`src/rtl/ntru_pkg.sv`:
```
// rtl/ntru_pkg.sv - shared NTRU sizes, ternary codes, FSM states and ternary arithmetic
package ntru_pkg;

    localparam int N    = 701;
    localparam int LOGQ = 13;

    localparam logic [1:0] T_ZERO = 2'b00;
    localparam logic [1:0] T_POS  = 2'b01;
    localparam logic [1:0] T_NEG  = 2'b11;

    typedef enum logic {
        LOAD  = 1'b0,
        DRAIN = 1'b1
    } state_t;

    function automatic int t_val(input logic [1:0] t);
        case (t)
            T_POS:   t_val = 1;
            T_NEG:   t_val = -1;
            default: t_val = 0;
        endcase
    endfunction

    // a - b, folded back into the centred range {-1, 0, +1}
    function automatic logic [1:0] t_sub(input logic [1:0] a, input logic [1:0] b);
        int d;
        d = t_val(a) - t_val(b);
        case (d)
            1, -2:   t_sub = T_POS;
            -1, 2:   t_sub = T_NEG;
            default: t_sub = T_ZERO;
        endcase
    endfunction

endpackage

```
`src/rtl/mod3_13b.sv`:
```
// rtl/mod3_13b.sv - signed 13-bit value reduced mod 3 to a centred ternary code
module mod3_13b
    import ntru_pkg::*;
(
    input  logic [12:0] v,
    output logic [1:0]  t
);

    logic [4:0] r;

    // 2^k mod 3 alternates 1,2; the sign bit (-4096) is also 2 mod 3
    always_comb begin
        r = 5'd0;
        for (int i = 0; i < 12; i++) begin
            if (i[0])
                r = r + {3'b000, v[i], 1'b0};
            else
                r = r + {4'b0000, v[i]};
        end
        r = r + {3'b000, v[12], 1'b0};
        case (r % 5'd3)
            5'd0:    t = T_ZERO;
            5'd1:    t = T_POS;
            default: t = T_NEG;
        endcase
    end

endmodule

```
`src/rtl/poly_rq_to_s3.sv`:
```
// rtl/poly_rq_to_s3.sv - streams an R_q polynomial in and its S3 image out
module poly_rq_to_s3
    import ntru_pkg::state_t, ntru_pkg::LOAD, ntru_pkg::DRAIN, ntru_pkg::T_ZERO, ntru_pkg::t_sub;
#(
    parameter int N    = ntru_pkg::N,
    parameter int LOGQ = ntru_pkg::LOGQ
) (
    input  logic            clk,
    input  logic            rst,
    input  logic [LOGQ-1:0] in_data,
    input  logic            in_valid,
    output logic            in_ready,
    output logic [1:0]      out_data,
    output logic            out_valid,
    input  logic            out_ready,
    output logic            out_last
);

    localparam int            CW   = (N > 1) ? $clog2(N) : 1;
    localparam logic [CW-1:0] LAST = CW'(N - 1);

    state_t        state;
    logic [CW-1:0] in_cnt;
    logic [CW-1:0] out_cnt;
    logic [CW-1:0] nxt;
    logic [1:0]    t_in;
    logic [1:0]    t_last;
    logic [1:0]    first_t;
    logic [12:0]   v13;
    logic [1:0]    tbuf [N];
    logic          in_fire;
    logic          out_fire;

    assign v13      = 13'($signed(in_data));
    assign in_fire  = in_valid && in_ready;
    assign out_fire = out_valid && out_ready;
    assign nxt      = out_cnt + 1'b1;
    assign first_t  = (N == 1) ? t_in : tbuf[0];

    mod3_13b u_mod3 (
        .v (v13),
        .t (t_in)
    );

    always_ff @(posedge clk) begin
        if (in_fire)
            tbuf[in_cnt] <= t_in;
    end

    // out_data is precomputed one beat ahead so every output stays registered
    always_ff @(posedge clk or negedge rst) begin
        if (!rst) begin
            state     <= LOAD;
            in_cnt    <= '0;
            out_cnt   <= '0;
            in_ready  <= 1'b1;
            out_valid <= 1'b0;
            out_last  <= 1'b0;
            out_data  <= T_ZERO;
            t_last    <= T_ZERO;
        end else begin
            case (state)
                LOAD: begin
                    if (in_fire) begin
                        if (in_cnt == LAST) begin
                            state     <= DRAIN;
                            in_cnt    <= '0;
                            in_ready  <= 1'b0;
                            out_valid <= 1'b1;
                            out_cnt   <= '0;
                            t_last    <= t_in;
                            out_data  <= t_sub(first_t, t_in);
                            out_last  <= (N == 1);
                        end else begin
                            in_cnt <= in_cnt + 1'b1;
                        end
                    end
                end
                DRAIN: begin
                    if (out_fire) begin
                        if (out_cnt == LAST) begin
                            state     <= LOAD;
                            out_cnt   <= '0;
                            out_valid <= 1'b0;
                            out_last  <= 1'b0;
                            out_data  <= T_ZERO;
                            in_ready  <= 1'b1;
                        end else begin
                            out_cnt  <= nxt;
                            out_data <= t_sub(tbuf[nxt], t_last);
                            out_last <= (nxt == LAST);
                        end
                    end
                end
                default: state <= LOAD;
            endcase
        end
    end

endmodule

```
`config.mk`:
```
export PLATFORM = sky130hd
export DESIGN_NAME = poly_rq_to_s3
export DESIGN_NICKNAME = d
export VERILOG_FILES = /design/src/rtl/ntru_pkg.sv /design/src/rtl/mod3_13b.sv /design/src/rtl/poly_rq_to_s3.sv
export SDC_FILE = /design/constraint.sdc
export NUM_CORES = 2
export LEC_CHECK = 0
export CAP_MARGIN = 20
export CORE_ASPECT_RATIO = 1.75
export CORE_MARGIN = 1
export CORE_UTILIZATION = 40
export DETAILED_ROUTE_END_ITERATION = 8
export PLACE_DENSITY_LB_ADDON = 0.2
export SETUP_SLACK_MARGIN = 0.05
export SYNTH_ARGS = -nofsm -noshare
export SYNTH_HDL_FRONTEND = slang
export SYNTH_SLANG_ARGS = --single-unit
```
`constraint.sdc`:
```
create_clock -name clk -period 6.4 [get_ports clk]
set_input_delay 1.28 -clock clk [delete_from_list [all_inputs] [get_ports clk]]
set_output_delay 1.28 -clock clk [all_outputs]
set_load 0.02 [all_outputs]
```
==> Implementation_results.wiki <==
{| class="wikitable"
! Metric !! Value
|-
| Grt total ovfl || 0
|-
| Async set or reset register ratio after synthesis || 1.958%
|-
| Mux contribution to synthesized area || 14.71%
|-
| Number of stages on the worst hold path || 2
|-
| Dominant synthesized flop cell || edfxtp_1
|-
| Count of cell types in the netlist || 79
|-
| Die X || 295.3 um
|-
| Remaining routing DRC violations || 0
|-
| P_sw || 9680 uW
|-
| Die Footprint || 152100 um^2
|-
| CP startpoint kind || primary input
|-
| Largest fanout on the critical path || 123
|-
| End of the worst register-to-register path || out_data[0]$_DFFE_PN0P_
|-
| Row cnt || 188
|-
| WL per Instance || 30.33 um
|-
| Post-Synthesis Cell Area || 60200 um^2
|-
| Number of synthesized register bits || 1430
|-
| Synthesized-area fraction occupied by and/or/nand/nor cells || 8.082%
|-
| Hold buffer count at cts || 0
|-
| Data required time at the worst endpoint || 6790 ps
|-
| Share of layout cells above drive strength 1 || 21.20%
|-
| Post-synthesis compound-gate area fraction || 2.122%
|-
| LEAKAGE || 0.02186 uW
|-
| Dpl hpwl || 113.0 mm
|-
| Combinational family with the most area after synthesis || multiplexers
|-
| Synth Area in XOR/XNOR || 0.4489%
|-
| Setup repair after global routing missed its margin || yes
|-
| Placed instance area || 63320 um^2
|-
| Effective utilization at floorplan || 40.24%
|-
| Sequential fraction of the synthesis area || 71.10%
|-
| Logic depth of the worst register-to-register path || 15
|-
| Mapped Cells || 3536
|-
| Synthesized area per cell || 17.03 um^2
|-
| Adder and majority gate portion of the synthesized area || 0.6567%
|-
| Worst max-slew margin expressed relative to the limit || 18.86%
|-
| Syn. warnings || 0
|-
| Vertical die dimension || 515.2 um
|-
| Drt initial violations || 2750
|-
| Share of the clock period used by the worst path after layout || 96.62%
|-
| Path type of the worst setup path || in2reg
|-
| Final setup violation count || 0
|-
| Overall routed net length || 173.8 mm
|-
| Number of antenna violations at the first check in global routing || 3
|-
| Num Clock Sinks || 1430
|-
| Pint || 22480 uW
|-
| Clk Tree Root Cell || clkbuf_16
|-
| Comb power frac || 25.4%
|-
| Placed insts || 5491
|-
| Summed area of non-filler cells in the final layout || 67470 um^2
|-
| Path category of the worst min-delay check || reg2reg
|-
| Vias in the first global route || 34980
|-
| Final max-slew violation count || 0
|-
| Deepest clock path buffer count || 3
|-
| Final instance count without filler cells || 5732
|-
| Post-placement worst setup slack || -1057 ps
|-
| Endpoints failing hold || 0
|-
| Worst-case setup margin in the final layout || 216.2 ps
|-
| Vias || 32860
|-
| Leading cell types by total area after synthesis || edfxtp_1 70%, mux4_2 12%, nor2_1 4.6%
|-
| Last weighted congestion value of the routability-driven placer || 0.8670
|-
| Sequential fraction of design power || 51.3%
|-
| PortBufs || 21
|-
| Number of enable-type register cells in the synthesized netlist || 1402
|-
| GRT Overall Usage || 23.12%
|-
| Least-Margin Pin Slew || 1214 ps
|-
| TritonCTS clock tree || yes
|-
| Biggest area consumer among synthesized cells || edfxtp_1
|-
| Peak VDD IR || 0.8066 mV
|-
| Power per cell area || 476.6 nW/um^2
|-
| Count of H-tree levels built during CTS || 3
|-
| Maxcap violations || 0
|-
| Signal arrival time at the worst endpoint || 6570 ps
|-
| Layout-stage area growth over the synthesis result || 12.07%
|-
| Crit Reg-Reg Startpoint || out_cnt[2]$_DFFE_PN0P_
|-
| Achievable Freq || 161.7 MHz
|-
| Post-synthesis net count || 3578
|-
| FF-to-FF setup slack || 890 ps
|-
| First-pass GRT wire length || 247.3 mm
|-
| Outcome || complete, no violations
|-
| Nature of the critical path endpoint || flip-flop
|-
| Clock-pin slew of the registers on the worst-case setup and hold paths || 70 ps
|-
| Number of iterations in the first detailed-routing pass || 5
|-
| Nets@finish || 3677
|-
| Worst-case clock skew || 36.21 ps
|-
| Setup TNS || 0 ps
|-
| Number of vias per cell after detailed routing || 5.733
|-
| Routed Antenna Nets || 0
|-
| End of the critical path || tbuf[282][1]$_DFFE_PP_
|-
| Minimum clock period || 6184 ps
|-
| Clock latency on the worst-skew pair || 770 ps
|-
| Net switching share of the total power || 30.10%
|-
| Number of clock buffers inserted by TritonCTS || 121
|-
| Largest net degree at the start of global routing || 142
|-
| Relative contribution of the clock network to total power || 23.2%
|-
| Core area || 149600 um^2
|-
| Worst setup startpoint || in_data[12]
|-
| Top Ports || 22
|-
| Post-synth top area share || 69.93%
|}
==> cells by family (layout without fill, tap and decap cells) <==
family	count (synthesis)	count (layout)
DFF	1430	1430
and+or+nand+nor	1186	1186
muxes	403	403
buffers and inverters	293	493
AOI/OAI and AO/OA	175	175
adders and majority gates	25	25
xor gates and xnor gates	24	24
other	0	1
==> worst min path at each step <==
| stage | from | endpoint | slack [ps] |
|---|---|---|---|
| after detailed placement | out_last$_DFFE_PN0P_ | out_last$_DFFE_PN0P_ | 470 |
| after global routing | in_ready$_DFFE_PN1P_ | in_ready$_DFFE_PN1P_ | 530 |
| after global placement | out_last$_DFFE_PN0P_ | out_last$_DFFE_PN0P_ | 460 |
| after floorplan | t_last[1]$_DFFE_PN0P_ | t_last[1]$_DFFE_PN0P_ | 480 |
| final | out_last$_DFFE_PN0P_ | out_last$_DFFE_PN0P_ | 480 |
| after CTS | out_last$_DFFE_PN0P_ | out_last$_DFFE_PN0P_ | 490 |
==> layout make-up <==
type / instances / area, um^2
Antenna cell: 1 / 2.502
Clock buffer: 169 / 3321
Clock inverter: 55 / 608.1
Fill cell: 13240 / 82130
Inverter: 27 / 103.9
Multi-Input combinational cell: 1813 / 15900
Sequential cell: 1430 / 42810
Tap cell: 1995 / 2496
Timing Repair Buffer: 242 / 2231
==> what timing repair did <==
item,4_1_cts,5_1_grt
pin swaps,18,24
setup buffers,14,2
endpoints found under the setup margin,350,565
resized for setup,28,36
==> cell usage in the layout (no fill, tap or decap), drive strengths merged, types with 4 or more instances in the layout <==
cell and instances:
bufinv 11, and2 7, mux2i 28, mux2 4, xnor2 11, xor2 13, nor3b 7, a22o 8
dlygate4sd2 4, edfxtp 1402, a31oi 19, a22oi 17, a32o 5, nor2 744, mux4 371, nor3 12
a311oi 12, a221oi 4, fa 11, a32oi 12, o211ai 8, nand4 33, clkinvlp 5, and3 11
a2111oi 4, o21ai 36, nand2 234, ha 14, nor2b 13, nand3 105, inv 29, clkinv 37
buf 221, a21oi 20, nor4 7, clkdlybuf4s50 9, a211oi 5, clkbuf 175, or3 5, dfrtp 27
==> through the flow <==
| stage | utilization, % | hold WS [ps] | power [uW] |
|---|---|---|---|
| floorplan | - | 481.1 | 16600 |
| global placement | 42.31 | 460.8 | 24440 |
| detailed placement | 42.33 | 467.2 | 24680 |
| CTS | 45.04 | 486.8 | 32240 |
| global route | 45.10 | 526.7 | 33300 |
| finish | 45.10 | 482.1 | 32160 |
==> power groups by stage <==
stage               sequential, uW  combinational, uW  clock, uW
finish                       16500               8180       7470
global route                 16500               8910       7890
CTS                          16500               8170       7580
detailed placement           16700               7990          0
global placement             16700               7740          0
floorplan                    14700               1930          0
==> routing by layer <==
metal	vias to the layer above	track usage [%]	routed length [um]
met5	-	0	26
met4	4	12.31	10300
met3	361	3.108	7882
met2	1015	42.53	94360
met1	17550	25.59	61260
li1	13940	-	-
==> registers in the layout, indices dropped and copies added, names as in the netlist <==
register,flops
state,1
in_cnt,10
out_valid,1
out_last,1
in_ready,1
out_cnt,10
out_data,2
tbuf,1402
t_last,2
==> cell usage after synthesis, drive strengths merged (13+ instances only) <==
master  count
o21ai      36
dfrtp      27
inv        27
xor2       13
clkbuf    146
a22oi      17
nand3     105
mux4      371
a21oi      20
buf       120
mux2i      28
nor2b      13
nand4      33
ha         14
nand2     234
a31oi      19
edfxtp   1402
nor2      744
==> worst max-delay path, cell delays in order <==
cell and delay, ps:
buf_6 90, fa_1 490, fa_1 560, inv_2 40, fa_1 450, inv_1 70
ha_2 180, inv_2 40, fa_2 610, nand2_2 70, o21a_1 210, o21ai_2 230
nor3_4 80, buf_4 140, buf_4 120, buf_4 120, buf_4 130, o21ai_4 140
buf_6 110, and3_4 170, a21oi_1 40, or3_4 440, buf_4 190, buf_12 170
buf_12 240
Note: power is estimated with default switching activity, not from simulation.
